==> config.mk <==
export PLATFORM = sky130hd
export DESIGN_NAME = bcd_to_bin
export DESIGN_NICKNAME = d
export VERILOG_FILES = /design/src/rtl/bcd_to_bin.sv
export SDC_FILE = /design/constraint.sdc
export NUM_CORES = 1
export LEC_CHECK = 0
export CAP_MARGIN = 25
export CORE_MARGIN = 2
export CORE_UTILIZATION = 59
export CTS_BUF_LIST = sky130_fd_sc_hd__clkbuf_4 sky130_fd_sc_hd__clkbuf_8
export CTS_CLUSTER_SIZE = 12
export DETAILED_ROUTE_END_ITERATION = 12
export GPL_TIMING_DRIVEN = 0
export PLACE_DENSITY = 0.87
export SYNTH_ARGS = -nofsm -noshare
export SYNTH_HDL_FRONTEND = slang
export SYNTH_SLANG_ARGS = --single-unit
export TNS_END_PERCENT = 50
==> constraint.sdc <==
create_clock -name clk -period 2.6 [get_ports clk]
set_clock_uncertainty 0.1 [all_clocks]
set_input_delay 0.39 -clock clk [delete_from_list [all_inputs] [get_ports clk]]
set_output_delay 0.39 -clock clk [all_outputs]
set_load 0.05 [all_outputs]
==> src/rtl/bcd_to_bin.sv <==
// Sequential packed-BCD to binary converter (reverse double-dabble).
// One right shift plus per-digit correction per cycle; non-decimal digits are reported as an error.
module bcd_to_bin #(
    parameter int DIGITS = 4,
    parameter int BIN_W  = 16
) (
    input  logic                  clk,
    input  logic                  reset,
    input  logic                  start,
    input  logic [4*DIGITS-1:0]   bcd_in,
    output logic [BIN_W-1:0]      bin_out,
    output logic                  busy,
    output logic                  done,
    output logic                  error
);
    localparam int BCD_W = 4 * DIGITS;
    localparam int SW    = BCD_W + BIN_W;
    localparam int CNT_W = $clog2(BIN_W + 1);

    typedef enum logic {
        IDLE,
        SHIFT
    } state_t;

    state_t             state_reg, state_next;
    logic [CNT_W-1:0]   cnt_reg, cnt_next;
    logic [SW-1:0]      scratch_reg, scratch_next;
    logic [BIN_W-1:0]   bin_out_reg, bin_out_next;
    logic               done_reg, done_next;
    logic               error_reg, error_next;

    logic [SW-1:0]      shifted;
    logic [BCD_W-1:0]   corr_bcd;
    logic [SW-1:0]      corrected;
    logic [DIGITS-1:0]  nib_bad;
    logic               last_shift;

    assign shifted = scratch_reg >> 1;

    // A digit that picked up the halved weight of its upper neighbour reads as >= 8
    // and must drop by 3 to stay a valid decimal digit after the shift.
    generate
        for (genvar gi = 0; gi < DIGITS; gi++) begin : g_digit
            logic [3:0] nib;
            assign nib                 = shifted[BIN_W + gi*4 +: 4];
            assign corr_bcd[gi*4 +: 4] = (nib >= 4'd8) ? (nib - 4'd3) : nib;
            assign nib_bad[gi]         = (bcd_in[gi*4 +: 4] > 4'd9);
        end
    endgenerate

    assign corrected  = {corr_bcd, shifted[BIN_W-1:0]};
    assign last_shift = (cnt_reg == CNT_W'(BIN_W - 1));

    always_comb begin
        state_next   = state_reg;
        cnt_next     = cnt_reg;
        scratch_next = scratch_reg;
        bin_out_next = bin_out_reg;
        done_next    = 1'b0;
        error_next   = error_reg;
        case (state_reg)
            IDLE: begin
                if (start) begin
                    error_next = 1'b0;
                    if (|nib_bad) begin
                        done_next  = 1'b1;
                        error_next = 1'b1;
                    end else begin
                        scratch_next = {bcd_in, {BIN_W{1'b0}}};
                        cnt_next     = '0;
                        state_next   = SHIFT;
                    end
                end
            end
            SHIFT: begin
                scratch_next = corrected;
                cnt_next     = cnt_reg + 1'b1;
                if (last_shift) begin
                    bin_out_next = corrected[BIN_W-1:0];
                    state_next   = IDLE;
                    done_next    = 1'b1;
                end
            end
            default: state_next = IDLE;
        endcase
    end

    always_ff @(posedge clk) begin
        if (reset) begin
            state_reg   <= IDLE;
            cnt_reg     <= '0;
            scratch_reg <= '0;
            bin_out_reg <= '0;
            done_reg    <= 1'b0;
            error_reg   <= 1'b0;
        end else begin
            state_reg   <= state_next;
            cnt_reg     <= cnt_next;
            scratch_reg <= scratch_next;
            bin_out_reg <= bin_out_next;
            done_reg    <= done_next;
            error_reg   <= error_next;
        end
    end

    // Every decimal digit must have been fully shifted out by the final iteration.
    always_ff @(posedge clk) begin
        if (!reset && state_reg == SHIFT && last_shift)
            assert (corrected[SW-1:BIN_W] == '0);
    end

    assign bin_out = bin_out_reg;
    assign busy    = (state_reg == SHIFT);
    assign done    = done_reg;
    assign error   = error_reg;
endmodule

==> results of run 1 <==
==> worst min-delay path, stage by stage, from the launching register on <==
cell	delay (ns)
sky130_fd_sc_hd__dfxtp_1	0.32
sky130_fd_sc_hd__nand2_1	0.05
sky130_fd_sc_hd__a21oi_1	0.05
==> power by group <==
group / switching, mW / total, mW / internal, mW / leakage [nW]
Clock: 0.290 / 0.484 / 0.194 / 0.0485
Combinational: 0.0987 / 0.170 / 0.0709 / 0.550
Sequential: 0.0131 / 0.870 / 0.857 / 0.444
Total: 0.402 / 1.52 / 1.12 / 1.04
==> per-layer routing <==
layer	up-vias	wire length, um	track usage, %
li1	1036	-	-
met1	946	2310	32.4
met2	71	2590	42.6
met3	5	321	5.50
met4	0	53	8.42
met5	-	0	0
==> layout make-up <==
class | count | area [um^2] | area share, %
clock inverters | 3 | 22.5 | 0.775
clock buffers | 5 | 68.8 | 2.37
well taps | 50 | 62.6 | 2.15
repair buffers | 37 | 370 | 12.7
multi-input cells | 180 | 1150 | 39.6
flip-flops and latches | 55 | 1100 | 37.9
plain buffers | 20 | 96.3 | 3.31
inverters | 9 | 33.8 | 1.16
==> layout by cell type (no fill, tap or decap), types with 4 or more instances in the layout <==
cell type                         count
sky130_fd_sc_hd__clkdlybuf4s50_1     37
sky130_fd_sc_hd__ha_1                 8
sky130_fd_sc_hd__a22o_1              17
sky130_fd_sc_hd__nor2_1               4
sky130_fd_sc_hd__a211oi_1             6
sky130_fd_sc_hd__o21ai_0             12
sky130_fd_sc_hd__nand2_1             41
sky130_fd_sc_hd__buf_2                5
sky130_fd_sc_hd__dfxtp_1             55
sky130_fd_sc_hd__nand4_1              4
sky130_fd_sc_hd__a211o_1              6
sky130_fd_sc_hd__inv_1                9
sky130_fd_sc_hd__a21oi_1             31
sky130_fd_sc_hd__a32oi_1             11
sky130_fd_sc_hd__clkbuf_1            11
sky130_fd_sc_hd__nor2b_1              8
sky130_fd_sc_hd__nand2b_1             4
sky130_fd_sc_hd__clkbuf_8             5
==> worst max path at each step <==
stage                              endpoint  cells after the start  slack (ns)                    start
3_5_place_dp   scratch_reg[20]$_SDFFE_PP0P_                      6        0.30                    start
5_1_grt            bin_out[10]$_SDFFE_PP0P_                      8        0.33  cnt_reg[0]$_SDFFE_PP0P_
6_report            bin_out[6]$_SDFFE_PP0P_                      8        0.58  cnt_reg[0]$_SDFFE_PP0P_
3_3_place_gp   scratch_reg[28]$_SDFFE_PP0P_                      6        0.33                    start
2_1_floorplan       cnt_reg[1]$_SDFFE_PP0P_                      5        0.71          busy$_SDFF_PP0_
4_1_cts             bin_out[5]$_SDFFE_PP0P_                      7        0.58  cnt_reg[0]$_SDFFE_PP0P_
==> per-stage QoR <==
stage                     util (%)  worst slack, ns  std cells
after floorplan                  -            0.707        264
after global placement        71.4            0.327        351
after detailed placement      71.4            0.304        351
after CTS                     73.7            0.581        359
after global routing          73.7            0.333        359
final                         73.7            0.576        359
==> kinds of logic after synthesis <==
logic type,count (synthesis),share of synthesized area [%]
flops,55,46.2
xor+xnor,6,2.21
fa+ha+maj,8,4.20
buf+inv,29,5.46
compound gates,94,27.3
simple gates,70,13.7
mux,2,0.893
==> run_summary.xml, run 1 <==
<?xml version="1.0" encoding="UTF-8"?>
<metrics>
  <group name="synthesis">
    <metric name="synth.net_count" unit="">291</metric>
    <metric name="syn-instance-count" unit="">264</metric>
    <metric name="synthDominantAreaCellType" unit="">sky130_fd_sc_hd__dfxtp_1</metric>
    <metric name="number_of_flops_mapped_to_enable_cells_by_yosys" unit="">0</metric>
    <metric name="post_synthesis_instance_area" unit="um^2">2380</metric>
    <metric name="syn_avg_cell_area" unit="um^2">9.02</metric>
    <metric name="asyncSetResetFlopFracSynth" unit="%">0</metric>
    <metric name="synthMostInstantiatedCell" unit="">sky130_fd_sc_hd__dfxtp_1</metric>
    <metric name="yosysSeqAreaShare" unit="%">46.2</metric>
    <metric name="synth-warning-count" unit="">0</metric>
    <metric name="yosys_register_bits" unit="">55</metric>
    <metric name="synth_top_area_share" unit="%">46.2</metric>
    <metric name="synthFlopType" unit="">sky130_fd_sc_hd__dfxtp_1</metric>
    <metric name="synth_top_cells_by_area" unit="">sky130_fd_sc_hd__dfxtp_1 (46%), sky130_fd_sc_hd__a21oi_1 (6.5%), sky130_fd_sc_hd__nand2_1 (6.5%), sky130_fd_sc_hd__a22o_1 (6.3%), sky130_fd_sc_hd__ha_1 (4.2%)</metric>
    <metric name="distinct_cells_synth" unit="">35</metric>
    <metric name="synth_top_cells_by_count" unit="">sky130_fd_sc_hd__dfxtp_1 (55), sky130_fd_sc_hd__nand2_1 (41), sky130_fd_sc_hd__a21oi_1 (31), sky130_fd_sc_hd__a22o_1 (17), sky130_fd_sc_hd__o21ai_0 (12)</metric>
  </group>
  <group name="setup_path">
    <metric name="critical_path.max_stage_delay" unit="ns">0.38</metric>
    <metric name="worst_r2r_endpoint" unit="">bin_out[6]$_SDFFE_PP0P_</metric>
    <metric name="timing.critical_path.max_delay_family" unit="">buffers and inverters</metric>
    <metric name="crit_path_start_kind" unit="">flop</metric>
    <metric name="crit-reg2reg-launch" unit="">cnt_reg[0]$_SDFFE_PP0P_</metric>
    <metric name="cp-end-kind" unit="">flop</metric>
    <metric name="critPathMaxFanout" unit="">10</metric>
    <metric name="critical_path_class" unit="">reg -&gt; reg</metric>
    <metric name="worstPathArrival" unit="ns">2.17</metric>
    <metric name="critPathBufInv" unit="">2</metric>
    <metric name="critPathRequiredTime" unit="ns">2.74</metric>
    <metric name="cells_along_the_critical_path" unit="">ha_1 &gt; and3_1 &gt; ha_1 &gt; and2_1 &gt; buf_2 &gt; clkbuf_1 &gt; nand2_1 &gt; a21oi_1</metric>
    <metric name="timing.critical_path.mode_cell" unit="">sky130_fd_sc_hd__ha_1</metric>
    <metric name="rrSetupSlack" unit="ns">0.58</metric>
    <metric name="worst_r2r_path_depth" unit="">8</metric>
    <metric name="critical-path-slowest-cell" unit="">sky130_fd_sc_hd__dfxtp_1</metric>
  </group>
  <group name="job">
    <metric name="max_cap_viol_count" unit="">0</metric>
  </group>
  <group name="floorplan">
    <metric name="design.die.area" unit="um^2">4560</metric>
    <metric name="start_util" unit="%">60.4</metric>
    <metric name="floorplan.core_area" unit="um^2">3940</metric>
    <metric name="die_height" unit="um">67.5</metric>
    <metric name="floorplan.io_pins" unit="">38</metric>
    <metric name="num_rows" unit="">23</metric>
    <metric name="die_width" unit="um">67.5</metric>
  </group>
  <group name="min_path">
    <metric name="kind_of_path_behind_the_tightest_hold_check" unit="">reg -&gt; reg</metric>
    <metric name="holdPathStages" unit="">2</metric>
    <metric name="hold_path_end" unit="">bin_out[9]$_SDFFE_PP0P_</metric>
    <metric name="worst_hold_startpoint" unit="">bin_out[9]$_SDFFE_PP0P_</metric>
  </group>
  <group name="power">
    <metric name="vdd_drop_max" unit="mV">0.270</metric>
    <metric name="cellPowerDensity" unit="nW/um^2">524</metric>
    <metric name="fin_total_pwr" unit="mW">1.52</metric>
    <metric name="static-leakage-power" unit="nW">1.04</metric>
  </group>
  <group name="clock_tree">
    <metric name="ctsRootBufferMaster" unit="">sky130_fd_sc_hd__clkbuf_8</metric>
    <metric name="clk-insertion-delay-late" unit="ns">0.31</metric>
    <metric name="cts-buffers-inserted" unit="">5</metric>
    <metric name="cts_tree" unit="">yes</metric>
    <metric name="clock_path_buffers" unit="">2</metric>
    <metric name="tritoncts_num_sinks" unit="">55</metric>
    <metric name="cts.repair.resized" unit="">0</metric>
    <metric name="cts_htree_levels" unit="">2</metric>
    <metric name="path_clk_slew" unit="ns">0.10</metric>
    <metric name="cts_hold_repair.buffers" unit="">0</metric>
    <metric name="cts_setup_buffers" unit="">0</metric>
  </group>
  <group name="drt">
    <metric name="routed-via-count" unit="">2058</metric>
    <metric name="avgRoutedWirePerCell" unit="um">14.7</metric>
    <metric name="vias_per_cell" unit="">5.73</metric>
    <metric name="antenna_viol_nets_final" unit="">0</metric>
    <metric name="detail_route.iter0.violations" unit="">113</metric>
    <metric name="detail_route.drc_violations" unit="">0</metric>
    <metric name="detailedRoute.firstPassIterationCount" unit="">4</metric>
    <metric name="routed_wirelength" unit="um">5280</metric>
  </group>
  <group name="layout">
    <metric name="areaGrowthSynthToFinish" unit="%">22.0</metric>
    <metric name="design.final.nets" unit="">335</metric>
    <metric name="stdcell_area" unit="um^2">2910</metric>
    <metric name="antenna-diode-count" unit="">0</metric>
    <metric name="fill_cells" unit="">308</metric>
    <metric name="number_of_flip_flops_under_the_largest_register_name" unit="">31</metric>
    <metric name="drive_above_1_share" unit="%">6.15</metric>
  </group>
  <group name="global_route">
    <metric name="grtUsageTotal" unit="%">25.5</metric>
    <metric name="vias_in_the_first_global_route" unit="">1917</metric>
    <metric name="global_route_wire_length_before_repair" unit="um">8760</metric>
    <metric name="grt_start_max_net_pins" unit="">19</metric>
    <metric name="grt_overflow" unit="">0</metric>
    <metric name="antenna_violations_before_repair" unit="">0</metric>
  </group>
  <group name="sta">
    <metric name="whs" unit="ns">0.359</metric>
    <metric name="finalSetupViolCount" unit="">0</metric>
    <metric name="layout_min_cycle_time" unit="ns">2.02</metric>
    <metric name="rsz_0062_raised_after_global_routing" unit="">false</metric>
    <metric name="timing.final.hold_violations" unit="">0</metric>
    <metric name="worstMarginPinSlew" unit="ns">0.532</metric>
    <metric name="max_frequency" unit="MHz">494</metric>
    <metric name="maxSlewHeadroom" unit="%">64.5</metric>
    <metric name="final.setup.tns" unit="ns">0</metric>
    <metric name="timing.final.crit_share" unit="%">77.9</metric>
    <metric name="timing.final.max_slew_violations" unit="">0</metric>
  </group>
  <group name="place">
    <metric name="hpwlAfterDp" unit="um">3770</metric>
    <metric name="postPlaceCellArea" unit="um^2">2820</metric>
    <metric name="input_output_buffers" unit="">37</metric>
    <metric name="rd_place_congestion" unit="">0.854</metric>
  </group>
  <group name="outcome">
    <metric name="result_of_the_run" unit="">finished clean</metric>
  </group>
</metrics>
No activity file was read; power rests on OpenSTA's default activity.
==> inputs of run 2 (changes only) <==
- CORE_UTILIZATION: 59 -> 55
- PLACE_DENSITY: 0.87 -> 0.82
- clock period: 2.6 -> 2 ns (I/O delays scaled with it)
==> run 2 against run 1 <==
Utilization shrank 1.9 points. Routed wire length is 0.55% higher. Non-clock buffer count decreased by 2. Sequential share of layout area down 0.39 points. Total power grew 39%. Clock power up 58%. Critical path depth is 1 lower. Via count grew 0.68%. Register-to-register slack got worse by 0.39 ns.
==> run_summary.xml, run 2 (synthesized netlist as in run 1, its figures left out) <==
<?xml version="1.0" encoding="UTF-8"?>
<metrics>
  <group name="outcome">
    <metric name="result_of_the_run" unit="">finished clean</metric>
  </group>
  <group name="clock_tree">
    <metric name="ctsRootBufferMaster" unit="">sky130_fd_sc_hd__clkbuf_8</metric>
    <metric name="cts_tree" unit="">yes</metric>
    <metric name="tritoncts_num_sinks" unit="">55</metric>
    <metric name="clock_path_buffers" unit="">2</metric>
    <metric name="path_clk_slew" unit="ns">0.09</metric>
    <metric name="cts_htree_levels" unit="">2</metric>
    <metric name="cts_hold_repair.buffers" unit="">0</metric>
    <metric name="cts_setup_buffers" unit="">0</metric>
    <metric name="clk-insertion-delay-late" unit="ns">0.32</metric>
    <metric name="cts.repair.resized" unit="">0</metric>
    <metric name="cts-buffers-inserted" unit="">5</metric>
  </group>
  <group name="drt">
    <metric name="avgRoutedWirePerCell" unit="um">14.9</metric>
    <metric name="vias_per_cell" unit="">5.80</metric>
    <metric name="antenna_viol_nets_final" unit="">0</metric>
    <metric name="routed_wirelength" unit="um">5310</metric>
    <metric name="detailedRoute.firstPassIterationCount" unit="">4</metric>
    <metric name="routed-via-count" unit="">2072</metric>
    <metric name="detail_route.iter0.violations" unit="">81</metric>
    <metric name="detail_route.drc_violations" unit="">0</metric>
  </group>
  <group name="layout">
    <metric name="finalCoreUtilization" unit="%">71.9</metric>
    <metric name="final_cell_mix" unit="">sky130_fd_sc_hd__dfxtp_1 (55), sky130_fd_sc_hd__nand2_1 (40), sky130_fd_sc_hd__clkdlybuf4s50_1 (37)</metric>
    <metric name="leading_cell_type_in_the_layout_fill_and_taps_excluded" unit="">sky130_fd_sc_hd__dfxtp_1</metric>
    <metric name="design.final.nets" unit="">333</metric>
    <metric name="areaGrowthSynthToFinish" unit="%">23.3</metric>
    <metric name="drive_above_1_share" unit="%">7.49</metric>
    <metric name="antenna-diode-count" unit="">0</metric>
    <metric name="number_of_flip_flops_under_the_largest_register_name" unit="">31</metric>
    <metric name="stdcell_area" unit="um^2">2940</metric>
    <metric name="layout.cells.non_filler" unit="">357</metric>
  </group>
  <group name="global_route">
    <metric name="grtUsageTotal" unit="%">23.4</metric>
    <metric name="global_route_wire_length_before_repair" unit="um">9280</metric>
    <metric name="grt_overflow" unit="">0</metric>
    <metric name="antenna_violations_before_repair" unit="">0</metric>
    <metric name="vias_in_the_first_global_route" unit="">1997</metric>
    <metric name="grt_start_max_net_pins" unit="">19</metric>
  </group>
  <group name="sta">
    <metric name="timing.final.crit_share" unit="%">94.0</metric>
    <metric name="timing.final.max_slew_violations" unit="">0</metric>
    <metric name="whs" unit="ns">0.356</metric>
    <metric name="layout_min_cycle_time" unit="ns">1.88</metric>
    <metric name="worstMarginPinSlew" unit="ns">0.520</metric>
    <metric name="max_frequency" unit="MHz">532</metric>
    <metric name="final.setup.tns" unit="ns">0</metric>
    <metric name="post-route-worst-setup-slack" unit="ns">0.120</metric>
    <metric name="rsz_0062_raised_after_global_routing" unit="">false</metric>
    <metric name="timing.final.hold_violations" unit="">0</metric>
    <metric name="maxSlewHeadroom" unit="%">65.3</metric>
    <metric name="finalSetupViolCount" unit="">0</metric>
  </group>
  <group name="power">
    <metric name="cellPowerDensity" unit="nW/um^2">721</metric>
    <metric name="static-leakage-power" unit="nW">1.06</metric>
    <metric name="fin_total_pwr" unit="mW">2.12</metric>
    <metric name="vdd_drop_max" unit="mV">0.363</metric>
  </group>
  <group name="setup_path">
    <metric name="critical_path.endpoint" unit="">scratch_reg[2]$_SDFFE_PP0P_</metric>
    <metric name="timing.critical_path.mode_cell" unit="">sky130_fd_sc_hd__buf_6</metric>
    <metric name="critical-path-slowest-cell" unit="">sky130_fd_sc_hd__clkdlybuf4s50_1</metric>
    <metric name="crit-reg2reg-launch" unit="">cnt_reg[0]$_SDFFE_PP0P_</metric>
    <metric name="critPathMaxFanout" unit="">10</metric>
    <metric name="worstPathArrival" unit="ns">2.04</metric>
    <metric name="cells_along_the_critical_path" unit="">clkdlybuf4s50_1 &gt; o21ai_1 &gt; and4_1 &gt; buf_6 &gt; a211oi_4 &gt; buf_6 &gt; a22o_1</metric>
    <metric name="critPathRequiredTime" unit="ns">2.16</metric>
    <metric name="cp-end-kind" unit="">flop</metric>
    <metric name="critical_path_class" unit="">in -&gt; reg</metric>
    <metric name="worst_r2r_path_depth" unit="">7</metric>
    <metric name="rrSetupSlack" unit="ns">0.19</metric>
    <metric name="critical_path.max_stage_delay" unit="ns">0.49</metric>
    <metric name="worst_r2r_endpoint" unit="">bin_out[1]$_SDFFE_PP0P_</metric>
    <metric name="critical_path.startpoint" unit="">bcd_in[3]</metric>
    <metric name="crit_path_start_kind" unit="">input port</metric>
  </group>
  <group name="floorplan">
    <metric name="num_rows" unit="">23</metric>
    <metric name="design.die.area" unit="um^2">4870</metric>
    <metric name="floorplan.core_area" unit="um^2">4090</metric>
    <metric name="die_width" unit="um">69.8</metric>
    <metric name="floorplan.io_pins" unit="">38</metric>
    <metric name="die_height" unit="um">69.8</metric>
    <metric name="start_util" unit="%">58.3</metric>
  </group>
  <group name="place">
    <metric name="postPlaceCellArea" unit="um^2">2820</metric>
    <metric name="place_inst" unit="">351</metric>
    <metric name="rd_place_congestion" unit="">0.874</metric>
    <metric name="hpwlAfterDp" unit="um">3780</metric>
    <metric name="pre_cts_ws" unit="ns">-0.202</metric>
    <metric name="input_output_buffers" unit="">37</metric>
  </group>
  <group name="job">
    <metric name="max_cap_viol_count" unit="">0</metric>
  </group>
  <group name="min_path">
    <metric name="kind_of_path_behind_the_tightest_hold_check" unit="">reg -&gt; reg</metric>
    <metric name="holdPathStages" unit="">2</metric>
    <metric name="worst_hold_startpoint" unit="">bin_out[5]$_SDFFE_PP0P_</metric>
  </group>
</metrics>
[run 2: cell count changes in the layout (fill, tap and decap cells not counted), sizes merged]
cell,previous run,this run
bufinv,0,1
clkbuf,16,14
clkinv,2,0
clkinvlp,0,1
[run 2: metal layers]
layer  GRT usage (%)  wire (um)
met5               0          0
met4            8.55         95
met3            4.36        298
met2            38.6       2550
met1            30.4       2370
[run 2: worst min path at each step]
| stage | endpoint | slack [ns] |
|---|---|---|
| after floorplan | bin_out[0]$_SDFFE_PP0P_ | 0.33 |
| after global placement | bin_out[8]$_SDFFE_PP0P_ | 0.34 |
| after detailed placement | bin_out[5]$_SDFFE_PP0P_ | 0.35 |
| after CTS | bin_out[5]$_SDFFE_PP0P_ | 0.36 |
| after global routing | bin_out[8]$_SDFFE_PP0P_ | 0.38 |
| final | bin_out[5]$_SDFFE_PP0P_ | 0.36 |
[run 2: critical path, delay by kind of cell]
family | cells | cell delay [ns]
buffers and inverters | 3 | 0.84
AO/OA/AOI/OAI | 3 | 0.70
AND/OR/NAND/NOR | 1 | 0.20
[run 2: cell type report]
type,instances,area [um^2]
flip-flops and latches,55,1100
repair buffers,37,370
clock buffers,5,68.8
plain buffers,18,91.3
inverters,9,33.8
fillers,341,1150
well taps,50,62.6
multi-input cells,180,1160
clock inverters,3,46.3
[run 2: report_power, final]
| group | switching, mW | internal [mW] | total, mW |
|---|---|---|---|
| Sequential | 0.0172 | 1.11 | 1.13 |
| Clock | 0.385 | 0.378 | 0.763 |
| Combinational | 0.130 | 0.0934 | 0.223 |
==> inputs of run 3 (changes only) <==
- CAP_MARGIN: 25 -> default
- RECOVER_POWER: default -> 25
==> run 3 against run 2 <==
Routed wire length is 0.77% higher. Via count up 0.43%. Critical path depth did not move. Global-route usage did not move. Worst hold slack barely moved. Sequential power is essentially flat. Non-clock buffer count unchanged. Largest cell class unchanged. Register-to-register slack hardly changed. Maximum frequency increased by 0.11%. Cell count unchanged.
==> run_summary.xml, run 3 (synthesized netlist as in run 1, its figures left out) <==
<?xml version="1.0" encoding="UTF-8"?>
<metrics>
  <group name="floorplan">
    <metric name="floorplan.io_pins" unit="">38</metric>
    <metric name="design.die.area" unit="um^2">4870</metric>
    <metric name="start_util" unit="%">58.3</metric>
    <metric name="floorplan.core_area" unit="um^2">4090</metric>
    <metric name="die_width" unit="um">69.8</metric>
    <metric name="num_rows" unit="">23</metric>
    <metric name="die_height" unit="um">69.8</metric>
  </group>
  <group name="clock_tree">
    <metric name="tritoncts_num_sinks" unit="">55</metric>
    <metric name="cts_tree" unit="">yes</metric>
    <metric name="cts_htree_levels" unit="">2</metric>
    <metric name="clk-insertion-delay-late" unit="ns">0.32</metric>
    <metric name="cts-buffers-inserted" unit="">5</metric>
    <metric name="clock_path_buffers" unit="">2</metric>
    <metric name="ctsRootBufferMaster" unit="">sky130_fd_sc_hd__clkbuf_8</metric>
    <metric name="path_clk_slew" unit="ns">0.09</metric>
  </group>
  <group name="layout">
    <metric name="areaGrowthSynthToFinish" unit="%">23.3</metric>
    <metric name="stdcell_area" unit="um^2">2940</metric>
    <metric name="antenna-diode-count" unit="">0</metric>
    <metric name="drive_above_1_share" unit="%">7.49</metric>
    <metric name="leading_cell_type_in_the_layout_fill_and_taps_excluded" unit="">sky130_fd_sc_hd__dfxtp_1</metric>
    <metric name="design.final.nets" unit="">333</metric>
    <metric name="finalCoreUtilization" unit="%">71.9</metric>
    <metric name="number_of_flip_flops_under_the_largest_register_name" unit="">31</metric>
    <metric name="final_cell_mix" unit="">sky130_fd_sc_hd__dfxtp_1 (55), sky130_fd_sc_hd__nand2_1 (40), sky130_fd_sc_hd__clkdlybuf4s50_1 (36)</metric>
  </group>
  <group name="drt">
    <metric name="antenna_viol_nets_final" unit="">0</metric>
    <metric name="routed-via-count" unit="">2081</metric>
    <metric name="detail_route.drc_violations" unit="">0</metric>
    <metric name="detail_route.iter0.violations" unit="">93</metric>
    <metric name="vias_per_cell" unit="">5.83</metric>
    <metric name="detailedRoute.firstPassIterationCount" unit="">5</metric>
    <metric name="avgRoutedWirePerCell" unit="um">15.0</metric>
    <metric name="routed_wirelength" unit="um">5350</metric>
  </group>
  <group name="sta">
    <metric name="worstMarginPinSlew" unit="ns">0.512</metric>
    <metric name="maxSlewHeadroom" unit="%">65.7</metric>
    <metric name="rsz_0062_raised_after_global_routing" unit="">false</metric>
    <metric name="timing.final.hold_violations" unit="">0</metric>
    <metric name="timing.final.crit_share" unit="%">93.9</metric>
    <metric name="final.setup.tns" unit="ns">0</metric>
    <metric name="layout_min_cycle_time" unit="ns">1.88</metric>
    <metric name="finalSetupViolCount" unit="">0</metric>
    <metric name="max_frequency" unit="MHz">533</metric>
    <metric name="post-route-worst-setup-slack" unit="ns">0.122</metric>
    <metric name="timing.final.max_slew_violations" unit="">0</metric>
  </group>
  <group name="setup_path">
    <metric name="critical_path.startpoint" unit="">bcd_in[3]</metric>
    <metric name="critical-path-slowest-cell" unit="">sky130_fd_sc_hd__clkdlybuf4s50_1</metric>
    <metric name="critical_path_class" unit="">in -&gt; reg</metric>
    <metric name="rrSetupSlack" unit="ns">0.18</metric>
    <metric name="crit-reg2reg-launch" unit="">cnt_reg[0]$_SDFFE_PP0P_</metric>
    <metric name="crit_path_start_kind" unit="">input port</metric>
    <metric name="cp-end-kind" unit="">flop</metric>
    <metric name="critPathMaxFanout" unit="">10</metric>
    <metric name="worst_r2r_endpoint" unit="">bin_out[1]$_SDFFE_PP0P_</metric>
    <metric name="critical_path.endpoint" unit="">scratch_reg[2]$_SDFFE_PP0P_</metric>
    <metric name="cells_along_the_critical_path" unit="">clkdlybuf4s50_1 &gt; o21ai_1 &gt; and4_1 &gt; buf_6 &gt; a211oi_4 &gt; buf_6 &gt; a22o_1</metric>
    <metric name="timing.critical_path.mode_cell" unit="">sky130_fd_sc_hd__buf_6</metric>
    <metric name="worst_r2r_path_depth" unit="">7</metric>
    <metric name="critical_path.max_stage_delay" unit="ns">0.49</metric>
    <metric name="critPathRequiredTime" unit="ns">2.16</metric>
    <metric name="worstPathArrival" unit="ns">2.04</metric>
  </group>
  <group name="outcome">
    <metric name="result_of_the_run" unit="">finished clean</metric>
  </group>
  <group name="place">
    <metric name="hpwlAfterDp" unit="um">3780</metric>
    <metric name="pre_cts_ws" unit="ns">-0.202</metric>
    <metric name="rd_place_congestion" unit="">0.874</metric>
    <metric name="input_output_buffers" unit="">37</metric>
    <metric name="postPlaceCellArea" unit="um^2">2820</metric>
  </group>
  <group name="job">
    <metric name="max_cap_viol_count" unit="">0</metric>
  </group>
  <group name="power">
    <metric name="cellPowerDensity" unit="nW/um^2">721</metric>
    <metric name="static-leakage-power" unit="nW">1.06</metric>
    <metric name="vdd_drop_max" unit="mV">0.362</metric>
  </group>
  <group name="global_route">
    <metric name="grt_overflow" unit="">0</metric>
    <metric name="grtUsageTotal" unit="%">23.4</metric>
    <metric name="antenna_violations_before_repair" unit="">0</metric>
    <metric name="grt_start_max_net_pins" unit="">19</metric>
    <metric name="vias_in_the_first_global_route" unit="">1997</metric>
    <metric name="global_route_wire_length_before_repair" unit="um">9280</metric>
  </group>
  <group name="min_path">
    <metric name="kind_of_path_behind_the_tightest_hold_check" unit="">reg -&gt; reg</metric>
  </group>
</metrics>
[run 3: cell types whose count changed in the layout (fill, tap and decap cells not counted)]
cell                              change
sky130_fd_sc_hd__dlygate4sd3_1        +1
sky130_fd_sc_hd__clkdlybuf4s50_1      -1
sky130_fd_sc_hd__buf_2                -3
sky130_fd_sc_hd__buf_1                -1
sky130_fd_sc_hd__clkbuf_2             +3
sky130_fd_sc_hd__clkbuf_1             +1
[run 3: per-stage QoR]
stage | total power, mW | std cells | hold WS [ns]
2_1_floorplan | 1.29 | 264 | 0.332
3_3_place_gp | 1.37 | 351 | 0.343
3_5_place_dp | 1.37 | 351 | 0.345
4_1_cts | 2.12 | 357 | 0.359
5_1_grt | 2.19 | 357 | 0.377
6_report | 2.12 | 357 | 0.356
[run 3: worst max-delay path: cells and delay by family]
kind,cells,cell delay [ns]
compound gates,3,0.70
buf+inv,3,0.84
simple gates,1,0.20
[run 3: worst min path at each step]
stage                                      from  cells after the start  slack [ns]                       to
detailed placement      bin_out[5]$_SDFFE_PP0P_                      2        0.35  bin_out[5]$_SDFFE_PP0P_
finish                  bin_out[5]$_SDFFE_PP0P_                      2        0.36  bin_out[5]$_SDFFE_PP0P_
global route            bin_out[8]$_SDFFE_PP0P_                      2        0.38  bin_out[8]$_SDFFE_PP0P_
floorplan           scratch_reg[1]$_SDFFE_PP0P_                      2        0.33  bin_out[0]$_SDFFE_PP0P_
global placement        bin_out[8]$_SDFFE_PP0P_                      2        0.34  bin_out[8]$_SDFFE_PP0P_
CTS                     bin_out[5]$_SDFFE_PP0P_                      2        0.36  bin_out[5]$_SDFFE_PP0P_
[run 3: area by class of cell]
type / count / area [um^2]
repair buffers: 37 / 370
multi-input cells: 180 / 1160
plain buffers: 18 / 91.3
clock inverters: 3 / 46.3
well taps: 50 / 62.6
flip-flops and latches: 55 / 1100
fillers: 341 / 1150
clock buffers: 5 / 68.8
inverters: 9 / 33.8
[run 3: repair_timing]
item,CTS,global route
hold buffers,0,0
pin swaps,0,0
setup endpoints to repair,8,8
resized for setup,0,7
buffers inserted,0,0
[run 3: metal layers]
metal  part of all wire (%)  vias to the layer above  GRT usage, %  wire length (um)
met5                      0                        -             0                 0
met2                     48                       68          38.6              2550
met4                    1.8                        0          8.55                95
li1                       -                     1033             -                 -
met3                    4.9                       10          4.36               261
met1                     46                      970          30.4              2450
[run 3: power by group]
part           switching (mW)  internal (mW)
registers              0.0172           1.11
clock network           0.385          0.378
logic                   0.130         0.0928
total                   0.532           1.58
